==> src/rtl/leaf_stream_fifo.sv <==
// Elastic first-word-fall-through stream FIFO with ap_vld/ap_ack handshakes on both sides.
// Optional statistics outputs are enabled with `define LEAF_STREAM_FIFO_STATS_EN.
module leaf_stream_fifo #(
    parameter int PAYLOAD_BITS       = 32,
    parameter int DEPTH_BITS         = 4,
    parameter int ALMOST_FULL_MARGIN = 2
) (
    input  logic                    clk,
    input  logic                    reset,
    input  logic [PAYLOAD_BITS-1:0] din_leaf_interface2user,
    input  logic                    vld_interface2user,
    output logic                    ack_user2interface,
    input  logic                    flush,
    output logic [PAYLOAD_BITS-1:0] dout,
    output logic                    dout_ap_vld,
    input  logic                    dout_ap_ack,
    output logic [DEPTH_BITS:0]     level,
`ifdef LEAF_STREAM_FIFO_STATS_EN
    output logic [31:0]             stall_cycles,
    output logic [DEPTH_BITS:0]     peak_level,
`endif
    output logic                    almost_full
);

    localparam int                  DEPTH    = 1 << DEPTH_BITS;
    localparam logic [DEPTH_BITS:0] PTR_ONE  = (DEPTH_BITS+1)'(1);
    localparam logic [DEPTH_BITS:0] AF_LEVEL = (DEPTH_BITS+1)'(DEPTH - ALMOST_FULL_MARGIN);

    logic [PAYLOAD_BITS-1:0] mem [DEPTH];
    logic [PAYLOAD_BITS-1:0] dout_last;
    logic [DEPTH_BITS:0]     wr_ptr;
    logic [DEPTH_BITS:0]     rd_ptr;
    logic [DEPTH_BITS:0]     wr_ptr_nxt;
    logic [DEPTH_BITS:0]     rd_ptr_nxt;
    logic [DEPTH_BITS-1:0]   rd_addr;
    logic                    empty;
    logic                    full;
    logic                    push;
    logic                    pop;

    assign rd_addr = rd_ptr[DEPTH_BITS-1:0];
    assign empty   = (wr_ptr == rd_ptr);
    assign full    = (wr_ptr[DEPTH_BITS] != rd_ptr[DEPTH_BITS]) &&
                     (wr_ptr[DEPTH_BITS-1:0] == rd_ptr[DEPTH_BITS-1:0]);

    // Including reset keeps the ack low the instant reset asserts, before any edge.
    assign ack_user2interface = vld_interface2user && !full && !flush && reset;
    assign push               = ack_user2interface;
    assign pop                = !empty && dout_ap_ack && !flush;

    assign dout_ap_vld = !empty;
    assign dout        = empty ? dout_last : mem[rd_addr];
    assign almost_full = (level >= AF_LEVEL);

    always_comb begin
        wr_ptr_nxt = wr_ptr;
        rd_ptr_nxt = rd_ptr;
        if (flush) begin
            wr_ptr_nxt = rd_ptr;
        end else begin
            if (push) wr_ptr_nxt = wr_ptr + PTR_ONE;
            if (pop)  rd_ptr_nxt = rd_ptr + PTR_ONE;
        end
    end

    always_ff @(posedge clk or negedge reset) begin
        if (!reset) begin
            wr_ptr <= '0;
            rd_ptr <= '0;
            level  <= '0;
        end else begin
            wr_ptr <= wr_ptr_nxt;
            rd_ptr <= rd_ptr_nxt;
            level  <= wr_ptr_nxt - rd_ptr_nxt;
        end
    end

    // Storage and the held output word carry no reset; only control is cleared.
    always_ff @(posedge clk) begin
        if (push) mem[wr_ptr[DEPTH_BITS-1:0]] <= din_leaf_interface2user;
        if (!empty) dout_last <= mem[rd_addr];
    end

`ifdef LEAF_STREAM_FIFO_STATS_EN
    always_ff @(posedge clk or negedge reset) begin
        if (!reset) begin
            stall_cycles <= '0;
            peak_level   <= '0;
        end else begin
            if (vld_interface2user && !ack_user2interface && (stall_cycles != 32'hFFFF_FFFF))
                stall_cycles <= stall_cycles + 32'd1;
            if (level > peak_level)
                peak_level <= level;
        end
    end
`endif

endmodule

==> config.mk <==
export PLATFORM = sky130hd
export DESIGN_NAME = leaf_stream_fifo
export DESIGN_NICKNAME = d
export VERILOG_FILES = /design/src/rtl/leaf_stream_fifo.sv
export SDC_FILE = /design/constraint.sdc
export NUM_CORES = 1
export LEC_CHECK = 0
export ABC_AREA = 1
export BUFFER_PORTS_ARGS = -buffer_cell sky130_fd_sc_hd__buf_2
export CORE_AREA = 2 2 193 195
export DETAILED_ROUTE_END_ITERATION = 8
export DIE_AREA = 0 0 195 197
export GPL_ROUTABILITY_DRIVEN = 0
export PLACE_DENSITY = 0.8
export SLEW_MARGIN = 10
export SYNTH_ARGS = -nofsm -noshare
export SYNTH_HDL_FRONTEND = slang
export SYNTH_SLANG_ARGS = --single-unit
export TNS_END_PERCENT = 20
==> constraint.sdc <==
create_clock -name clk -period 6.68 [get_ports clk]
set_clock_uncertainty 0.2 [all_clocks]
set_input_delay 1.336 -clock clk [delete_from_list [all_inputs] [get_ports clk]]
set_output_delay 1.336 -clock clk [all_outputs]
set_load 0.01 [all_outputs]
==> impl_metrics.csv <==
group,metric,value,unit
floorplanning,start_util,0.595,
layout,nFillCells,2507,
drt,avgRoutedWirePerCell,23.6,um
logic_synthesis,synth_seq_cells,559,
cts,root_buffer,"clkbuf_16",
sta,worst_pin_slew,1.31,ns
drt,drt-initial-drc-count,1615,
placed_design,port_buffers,76,
cts,hold_buffers,0,
logic_synthesis,synth_edf_count,512,
power_and_ir_drop,power,10.3,mW
critical_path,cp_max_fo,110,
logic_synthesis,synth.distinct_cells,34,
drt,first_pass_iters,6,
logic_synthesis,ys.flop_type,"edfxtp_1",
layout,syn_to_final_growth,11.6,%
cts,path_clk_slew,0.06,ns
sta,rsz0062_at_grt,"false",
cts,cts_tree,"yes",
critical_path,r2r_setup_slack,2.29,ns
layout,stdcell_count,2159,
sta,max_freq,0.174,GHz
logic_synthesis,syn_area,21600,um^2
cts,post_cts_buffers,0,
placed_design,dp.cells,2065,
logic_synthesis,syn_nets,1652,
power_and_ir_drop,power-per-cell-area,426,nW/um^2
critical_path,cp-start-kind,"flip-flop",
floorplanning,fp.dieH,197,um
logic_synthesis,synth_top_area_frac,0.712,
floorplanning,design.core.area,36300,um^2
global_route,grt_pass1_vias,13300,
global_route,grt_pass1_wl,76400,um
critical_path,arrival,4.21,ns
global_route,grt_max_degree,187,
cts,cts_max_level,2,
cts,clkLatencyLatePin,0.61,ns
logic_synthesis,yosysSeqAreaShare,0.759,
drt,routed_wl,50900,um
drt,drt_drc_violations_left,0,
min_path,hold_path_class,"reg2reg",
global_route,grt_usage,0.264,
sta,tns,0,ns
critical_path,crit_type,"reg2out",
job,maxCapViolations,0,
logic_synthesis,synth_cells,1605,
logic_synthesis,yosysTopAreaCell,"edfxtp_1",
sta,hold_viol,0,
sta,slew_headroom,0.123,
floorplanning,dieArea,38400,um^2
floorplanning,rows,70,
sta,fin_crit_sh,0.860,
global_route,grt-ovfl-total,0,
layout,final_nets,1698,
min_path,min_to,"dout_last[1]$_DFF_P_",
layout,diodes,0,
sta,setup_viol,0,
logic_synthesis,synthArstFlopShare,0.0268,
logic_synthesis,yosys_warnings,0,
layout,drive_above_1_share,0.126,
sta,min_period,5.74,ns
placed_design,dp_hpwl,26500,um
sta,drv_slew,0,
logic_synthesis,yosysMostFrequentCell,"edfxtp_1",
cts,clock_sinks,559,
logic_synthesis,synthTopCellsByCount,"edfxtp_1, nor2_1, o21ai_0, nand2_1, o22ai_1",
min_path,hold_depth,2,
min_path,hold_start,"dout_last[1]$_DFF_P_",
cts,clock_path_buffers,3,
power_and_ir_drop,irDropWorstVdd,0.328,mV
drt,vias_per_cell,6.43,
logic_synthesis,ys_top_cells_by_area,"edfxtp_1, o21ai_0, nor2_1",
critical_path,r2r_cells,16,
critical_path,r2r_start,"rd_ptr[0]$_DFF_PN0_",
critical_path,r2r_end,"level[4]$_DFF_PN0_",
drt,ant_nets,0,
outcome,status,"completed",
cts,cts-buffers-inserted,52,
critical_path,cp-end-kind,"output port",
power_and_ir_drop,p_leak,7.89,nW
drt,vias,13900,
floorplanning,io_pins,77,
global_route,antenna_found_initial,1,
logic_synthesis,syn_avg_cell_area,13.4,um^2
critical_path,crit_required,5.14,ns
floorplanning,die_w,195,um
cts,cts_resized,0,
-- worst max-delay path by stage --
stage                     slack, ns  depth (start not counted)                   to           startpoint
after global placement         1.77                          8             dout[27]  rd_ptr[1]$_DFF_PN0_
after CTS                      1.07                          9              dout[4]  rd_ptr[0]$_DFF_PN0_
after global routing           0.82                          9             dout[17]  rd_ptr[0]$_DFF_PN0_
final                          0.94                          9              dout[4]  rd_ptr[0]$_DFF_PN0_
after detailed placement       1.73                          9              dout[4]  rd_ptr[0]$_DFF_PN0_
after floorplan                2.74                          7  mem[0][0]$_DFFE_PP_                flush
-- worst max-delay path: stages, from the launching register on --
cell and delay (ns):
dfrtp_4 0.77, inv_6 0.71, nand2_1 0.15, nand2_1 0.11, nor2_2 0.05, nand3_2 0.41, clkinv_1 0.55, a221oi_1 0.38
a21oi_1 0.20, buf_2 0.18
-- power by group --
part | total [mW] | switching, mW | internal, mW
Combinational | 3.13 | 2.15 | 0.983
Sequential | 4.23 | 0.193 | 4.04
Clock | 2.89 | 1.25 | 1.64
Total | 10.3 | 3.59 | 6.66
-- metal layers --
metal,vias to the layer above,share of wire,global-route usage
li1,6109,-,-
met1,6838,0.39,0.361
met2,792,0.48,0.426
met3,148,0.092,0.0419
met4,2,0.037,0.118
met5,-,0.00031,0
-- layout make-up --
cell class                 instances  area (um^2)  area share
clock inverter                    34          297      0.0123
tap                              468          586      0.0243
timing repair buffer             101          581      0.0241
sequential                       559        16400       0.681
multi-input combinational        909         4760       0.198
clock buffer                      60         1350      0.0562
inverter                          28          111     0.00462
-- metrics by stage --
stage                     utilization  setup WS [ns]  area, um^2  hold WS (ns)
after floorplan                     -           2.74       21600         0.306
after global placement          0.619           1.77       22400         0.273
after detailed placement        0.619           1.73       22400         0.279
after CTS                       0.664           1.07       24100         0.288
after global routing            0.664          0.819       24100         0.303
final                           0.664          0.938       24100         0.287
-- layout by cell type, fill, tap and decap left out, drive strengths merged, types with 15 or more instances in the layout --
cell	n
dfrtp	15
dfxtp	32
nor2	313
o21ai	264
nand2	91
o22ai	76
inv	27
clkbuf	60
a41oi	23
clkinv	30
buf	101
o221ai	52
nand3	33
edfxtp	512
-- kinds of logic after synthesis --
group / Yosys count / share of synthesized area
AND/OR/NAND/NOR: 442 / 0.0803
flip-flops: 559 / 0.759
XOR/XNOR: 9 / 0.00365
buffers and inverters: 137 / 0.0261
adder cells (fa/ha/maj): 10 / 0.00614
AO/OA/AOI/OAI: 448 / 0.125
-- state kept, by name (all words and copies together) (netlist names) --
register   flops
wr_ptr         5
dout_last     32
level          5
rd_ptr         5
mem          512
No activity file was read; power rests on OpenSTA's default activity.
